### config.mk
export PLATFORM = sky130hd
export DESIGN_NAME = rv_mem_arb
export DESIGN_NICKNAME = d
export VERILOG_FILES = /design/src/rtl/rv_pkg.sv /design/src/rtl/rv_prio_sel.sv /design/src/rtl/rv_mem_arb.sv
export SDC_FILE = /design/constraint.sdc
export NUM_CORES = 1
export LEC_CHECK = 0
export CAP_MARGIN = 20
export CORE_MARGIN = 1
export CORE_UTILIZATION = 46
export CTS_BUF_LIST = sky130_fd_sc_hd__clkbuf_8
export DETAILED_ROUTE_END_ITERATION = 16
export PLACE_DENSITY = 0.89
export SYNTH_ARGS = -nofsm -noshare
export SYNTH_HDL_FRONTEND = slang
export SYNTH_HIERARCHICAL = 1
export SYNTH_SLANG_ARGS = --single-unit
### constraint.sdc
create_clock -name clk -period 5.4 [get_ports clk]
set_clock_uncertainty 0.2 [all_clocks]
set_input_delay 1.08 -clock clk [delete_from_list [all_inputs] [get_ports clk]]
set_output_delay 1.08 -clock clk [all_outputs]
set_load 0.005 [all_outputs]
### src/rtl/rv_pkg.sv
// Shared constants for the unified-memory arbiter: requester indices and FSM states.
package rv_pkg;

  localparam int unsigned FETCH  = 0;
  localparam int unsigned DATA   = 1;
  localparam int unsigned LOADER = 2;
  localparam int unsigned NREQ   = 3;

  typedef enum logic [1:0] {
    S_IDLE  = 2'd0,
    S_GRANT = 2'd1,
    S_WAIT  = 2'd2,
    S_RESP  = 2'd3
  } state_t;

endpackage

### src/rtl/rv_prio_sel.sv
// Winner selection: loader > data > fetch, with a starved fetch promoted above data.
module rv_prio_sel
  import rv_pkg::*;
(
  input  logic [NREQ-1:0] req,
  input  logic            starve,
  output logic [NREQ-1:0] win
);

  always_comb begin
    win = '0;
    if (req[LOADER])                win[LOADER] = 1'b1;
    else if (req[FETCH] && starve)  win[FETCH]  = 1'b1;
    else if (req[DATA])             win[DATA]   = 1'b1;
    else if (req[FETCH])            win[FETCH]  = 1'b1;
  end

endmodule

### src/rtl/rv_mem_arb.sv
// Three-requester arbiter for a single-port unified memory; one access in flight,
// reads returned on a shared rdata bus with a per-requester rvalid strobe.
module rv_mem_arb
  import rv_pkg::*;
#(
  parameter int AW         = 5,
  parameter int DW         = 32,
  parameter int MEM_LAT    = 1,
  parameter int STARVE_MAX = 4
) (
  input  logic          clk,
  input  logic          RN,
  input  logic [2:0]    req,
  output logic [2:0]    gnt,
  input  logic [AW-1:0] if_addr,
  input  logic [AW-1:0] data_addr,
  input  logic [AW-1:0] ld_addr,
  input  logic          data_we,
  input  logic [DW-1:0] data_wdata,
  input  logic [DW-1:0] ld_wdata,
  output logic [1:0]    rvalid,
  output logic [DW-1:0] rdata,
  output logic          mem_en,
  output logic          mem_we,
  output logic [AW-1:0] mem_addr,
  output logic [DW-1:0] mem_wdata,
  input  logic [DW-1:0] mem_rdata,
  output logic          busy
);

  localparam int SW = (STARVE_MAX < 1) ? 1 : $clog2(STARVE_MAX + 1);
  localparam logic [SW-1:0] SMAX = SW'(STARVE_MAX);
  localparam logic [2:0] LAT_INIT = (MEM_LAT > 1) ? 3'(MEM_LAT - 2) : '0;

  state_t        state;
  logic [SW-1:0] starve_cnt;
  logic [2:0]    lat_cnt;
  logic [1:0]    rd_who;
  logic          armed;
  logic          starve;
  logic [2:0]    win;
  logic [AW-1:0] sel_addr;
  logic          sel_we;
  logic [DW-1:0] sel_wdata;

  assign starve = (starve_cnt == SMAX);
  assign busy   = (state != S_IDLE);

  rv_prio_sel u_sel (
    .req    (req),
    .starve (starve),
    .win    (win)
  );

  always_comb begin
    sel_addr  = if_addr;
    sel_we    = 1'b0;
    sel_wdata = '0;
    if (win[LOADER]) begin
      sel_addr  = ld_addr;
      sel_we    = 1'b1;
      sel_wdata = ld_wdata;
    end else if (win[DATA]) begin
      sel_addr  = data_addr;
      sel_we    = data_we;
      sel_wdata = data_wdata;
    end
  end

  // RESP spans two cycles: the first captures mem_rdata, the second presents rvalid.
  always_ff @(posedge clk or negedge RN) begin
    if (!RN) begin
      state      <= S_IDLE;
      gnt        <= '0;
      rvalid     <= '0;
      mem_en     <= 1'b0;
      mem_we     <= 1'b0;
      mem_addr   <= '0;
      mem_wdata  <= '0;
      rdata      <= '0;
      starve_cnt <= '0;
      lat_cnt    <= '0;
      rd_who     <= '0;
      armed      <= 1'b0;
    end else begin
      armed <= 1'b1;
      if (!req[FETCH] || gnt[FETCH]) starve_cnt <= '0;
      else if (!starve)              starve_cnt <= starve_cnt + 1'b1;

      unique case (state)
        S_IDLE: begin
          if (armed && (|req)) begin
            state     <= S_GRANT;
            gnt       <= win;
            mem_en    <= 1'b1;
            mem_we    <= sel_we;
            mem_addr  <= sel_addr;
            mem_wdata <= sel_wdata;
            rd_who    <= win[1:0];
          end
        end
        S_GRANT: begin
          gnt     <= '0;
          mem_en  <= 1'b0;
          mem_we  <= 1'b0;
          lat_cnt <= LAT_INIT;
          if (mem_we)            state <= S_IDLE;
          else if (MEM_LAT == 1) state <= S_RESP;
          else                   state <= S_WAIT;
        end
        S_WAIT: begin
          if (lat_cnt == '0) state   <= S_RESP;
          else               lat_cnt <= lat_cnt - 1'b1;
        end
        S_RESP: begin
          if (rvalid == '0) begin
            rdata  <= mem_rdata;
            rvalid <= rd_who;
          end else begin
            rvalid <= '0;
            state  <= S_IDLE;
          end
        end
        default: state <= S_IDLE;
      endcase
    end
  end

endmodule

# Word-level counts from Yosys, hierarchy flattened
# Cells that the tools add are included.
[totals]
register_bits = 87
inputBits = 117
out_inout_bits = 77
wordCells = 68
[classes]
add_sub_neg = 2
eq_ne = 9
n_mux = 29
reduce_logical = 16
[op_table]
columns = ["operator", "n"]
rows = [
  ["$mux W32", 2],
  ["$mux W2", 6],
  ["$mux W3", 4],
  ["$pmux W3 S2", 2],
  ["$mux W1", 10],
  ["$mux W5", 2],
  ["$ne A2 B2 Y1 const B", 5],
  ["$pmux W2 S4", 1],
  ["$reduce_and A2 Y1", 4],
  ["$reduce_bool A2 Y1", 3],
  ["$eq A2 B2 Y1 const B", 2],
  ["$logic_not A2 Y1", 2],
  ["$pmux W1 S2", 2],
  ["$add A3 B1 Y3 const B", 1],
  ["$eq A3 B3 Y1 const B", 1],
  ["$logic_not A3 Y1", 1],
  ["$reduce_and A3 Y1", 1],
  ["$reduce_or A3 Y1", 1],
  ["$sub A3 B1 Y3 const B", 1],
  ["$eq A2 B1 Y1 const B", 1],
  ["$logic_and A1 B1 Y1", 2],
  ["$logic_not A1 Y1", 1],
  ["$logic_or A1 B1 Y1", 1],
]

# Longest topological paths before layout
[depth]
depth_word = 8
mapped_depth = 10
mapped_depth_nobuf = 8

# Modules after synthesis
# The synthesis kept the hierarchy.
[by_module_without_submodules]
columns = ["mod", "n_inst", "cells_per_inst", "area_per_inst_um2", "seq_area_each_um2"]
rows = [
  ["rv_mem_arb", 1, 286, 4031.4, 2177.1],
  ["rv_prio_sel", 1, 5, 37.5, 0.0],
]

# Worst setup path before layout
# Ideal clock, no wire load.
[synth_path]
path_type = "input to register"
start = "input port req[1]"
end = "register mem_wdata[13]"
setup_ps = 64
arrival_ps = 2158
required_time_ps = 5136
path_slack_ps = 2978
path_stages = 7
n_path_buf = 2
cell_sequence = "inv_1 > a211oi_2 > buf_2 > nor2b_4 > buf_2 > a22o_1 > mux2_4"
[synth_between]
elab_chain_len = 5
elab_cells_between_ends = 8
classes_between = "mux: 5; reduce/logical: 3"
[synth_rtl]
columns = ["item", "line", "source"]
rows = [
  ["start: declaration", "rv_mem_arb.sv:13", "input logic [2:0] req,"],
  ["$mux W1", "rv_prio_sel.sv:14", "else if (req[DATA]) win[DATA] = 1'b1;"],
  ["$mux W1", "rv_prio_sel.sv:13", "else if (req[FETCH] && starve) win[FETCH] = 1'b1;"],
  ["$mux W2", "rv_prio_sel.sv:12", "if (req[LOADER]) win[LOADER] = 1'b1;"],
  ["named net win[1]", "rv_mem_arb.sv:41", "logic [2:0] win;"],
  ["$mux W32", "rv_mem_arb.sv:63", "end else if (win[DATA]) begin"],
  ["$mux W32", "rv_mem_arb.sv:59", "if (win[LOADER]) begin"],
  ["end signal: assignment", "rv_mem_arb.sv:98", "mem_wdata <= sel_wdata;"],
  ["end: declaration", "rv_mem_arb.sv:26", "output logic [DW-1:0] mem_wdata,"],
]
# The timed path passes the listed nets, and every way through them passes these cells.
# A chain may end at the register's enable or synchronous reset.

# Worst setup path after layout
[layout_path]
start = "input port req[1]"
end = "register mem_wdata[18]"
# The elaborated chain is that of the path after synthesis.

==> results.tsv <==
metric	value	unit
syn nets	412	
FMAX	293	MHz
Synth area leaders	dfrtp_1 54%, mux2_4 13%, mux2_1 8.3%, a22o_1 8.2%, buf_6 2.5%	
Die ar.	9230	sq um
RSZ-0062 raised after global routing	no	
GRT Total Usage	21.6	%
critical path arrival	3.50	ns
worst slew pin tran	0.871	ns
cell area after synthesis	4070	sq um
Place WS	1.61	ns
setup ws final	1.99	ns
Worst Path Max Fanout	31	
Required @ worst endpoint	5.48	ns
drt wl/cell	16.9	microns
setup violators final	0	
top cells by count, synth	87 x dfrtp_1, 38 x a22o_1, 35 x mux2_4, 30 x mux2_1, 16 x nand2_1	
Setup TNS Final	0	ns
WL met2	5070	microns
Setup crit end kind	register	
maxcap violations	0	
max layer used	met4	
critical path class	in2reg	
Slew Limit Fails	0	
Post-CTS Setup Bufs	0	
FF-to-FF End	mem_wdata[18]	
worst hold slack	0.291	ns
Yosys reg bits	87	
power density over the cells	471	nW/um^2
vias in the first global route	3030	
io pins	194	
port bufs	193	
cell with the most instances after synthesis	dfrtp_1	
Placeable Area	8380	sq um
Tcrit/Tclk final	63.2	%
sequential-to-total area share from yosys stat	53.5	%
Starting Density	48.5	%
Detailed Route WL	9920	microns
DR pass1 iterations	4	
Yosys cell types	34	
maximum clock path buffer count	2	
Relative slew margins	41.9	%
Yosys top cell by area	dfrtp_1	
outcome	completed	
# rows	33	
clock slew at reported path FFs	0.09	ns
die width	96.1	microns
reg2reg start	starve_cnt[0]	
synth warn	6	
Die Ht	96.1	microns
Met3 Wirelength	733	microns
Root Buffer Master	clkbuf_8	
cts bufs inserted	9	
Synth Area per Inst	14.0	sq um
initial antenna violation count	0	
area delta synth->final	53.0	%
Met1 Routed Length	3990	microns
drt via density	5.16	
EDFF count, synth	0	
Worst setup SP type	input pin	
peak supply drop	223	uV
CTS resizes	0	
DR iter-0 viols	87	
share of layout cells above drive strength 1	13.9	%
htree depth	3	
Synth Flop Type	dfrtp_1	
worst hold path depth	1	
worst-skew pair later-pin latency	0.35	ns
dpl hpwl	7260	microns
CTS Sinks	87	
TritonCTS clock tree	yes	
GP Congestion	0.762	
pin count of the biggest net entering global routing	88	
# DRC	0	
top-area cell type share of the netlist area	53.5	%
post-route ant nets	0	
Hold WC Path Type	reg2reg	
r2r setup slk	2.40	ns
grt ovf	0	
static leakage	2.71	nW
async set-reset flop share out of synthesis	100	%
first-pass GRT wire length	14800	microns
Syn Inst Count	291	
hold wc startpoint	rdata[31]	
worst hold endpoint	rdata[31]	
via count	3035	
final hold violation count	0	
Tmin final	3.41	ns
Reg2Reg Depth	8	
ANT cells	0	
CTS Hold Bufs	0	
Final nets	599	
## metal layers
layer	up-vias	global-route usage, %
met1	1471	26.1
met5	-	0
met4	0	5.47
li1	1423	-
met3	11	5.69
met2	130	38.2
## critical path: stages
cell and delay [ns]:
clkdlybuf4s50_1 0.49, inv_1 0.07, a211oi_2 0.71, nor2b_4 0.74, a22o_1 0.24, mux2_4 0.14
## layout make-up
cell class,count,area [sq um]
Fill cell,549,2160
Clock inverter,6,67.6
Clock buffer,10,138
Tap cell,105,131
Sequential cell,87,2180
Multi-Input combinational cell,173,1700
Timing Repair Buffer,196,1970
Inverter,11,41.3
## through the flow
stage	cells	area, sq um	util, %	total power, mW
after detailed placement	571	5990	71.5	2.49
final	588	6230	74.3	2.93
after CTS	587	6200	74.0	2.96
after global placement	571	5990	71.5	2.43
after global routing	588	6230	74.3	3.11
after floorplan	291	4070	-	1.76
## cells in the final DEF (no fill, tap or decap), types with 3 or more instances in the layout
cell type        count
clkdlybuf4s50_1    191
dfrtp_1             87
a22o_1              38
mux2_4              35
mux2_1              30
nand2_1             16
inv_1               11
clkbuf_8            10
mux2i_1              8
o21ai_0              7
nor2_1               6
mux2_2               6
ha_1                 4
buf_4                3
## where the power goes
| part | total (mW) | internal, mW | switching (mW) |
|---|---|---|---|
| registers | 1.13 | 0.943 | 0.185 |
| logic | 1.34 | 0.914 | 0.429 |
| clock network | 0.464 | 0.229 | 0.235 |
## registers in the layout (all words and copies together), names as in the netlist
signal,flops
starve_cnt,3
lat_cnt,3
gnt,3
mem_addr,5
mem_en,1
rdata,32
rd_who,2
rvalid,2
state,2
mem_wdata,32
mem_we,1
armed,1
## worst max path at each step
stage           start             to  slack, ns  depth (start not counted)
2_1_floorplan  req[1]  mem_wdata[13]       2.98                          7
3_3_place_gp   req[1]  mem_wdata[27]       1.74                          6
3_5_place_dp   req[1]  mem_wdata[27]       1.61                          6
4_1_cts        req[1]  mem_wdata[18]       1.98                          6
5_1_grt        req[1]   mem_wdata[5]       1.86                          6
6_report       req[1]  mem_wdata[18]       1.99                          6
## cells by family after synthesis
group | after synthesis | share of synthesized area [%]
AOI/OAI and AO/OA | 55 | 10.9
xor gates and xnor gates | 1 | 0.215
adders and majority gates | 4 | 1.23
buffers and inverters | 31 | 4.77
DFF | 87 | 53.5
muxes | 79 | 24.8
other | 1 | 0.0922
and+or+nand+nor | 33 | 4.40
Power figures use the tool's default switching activity.
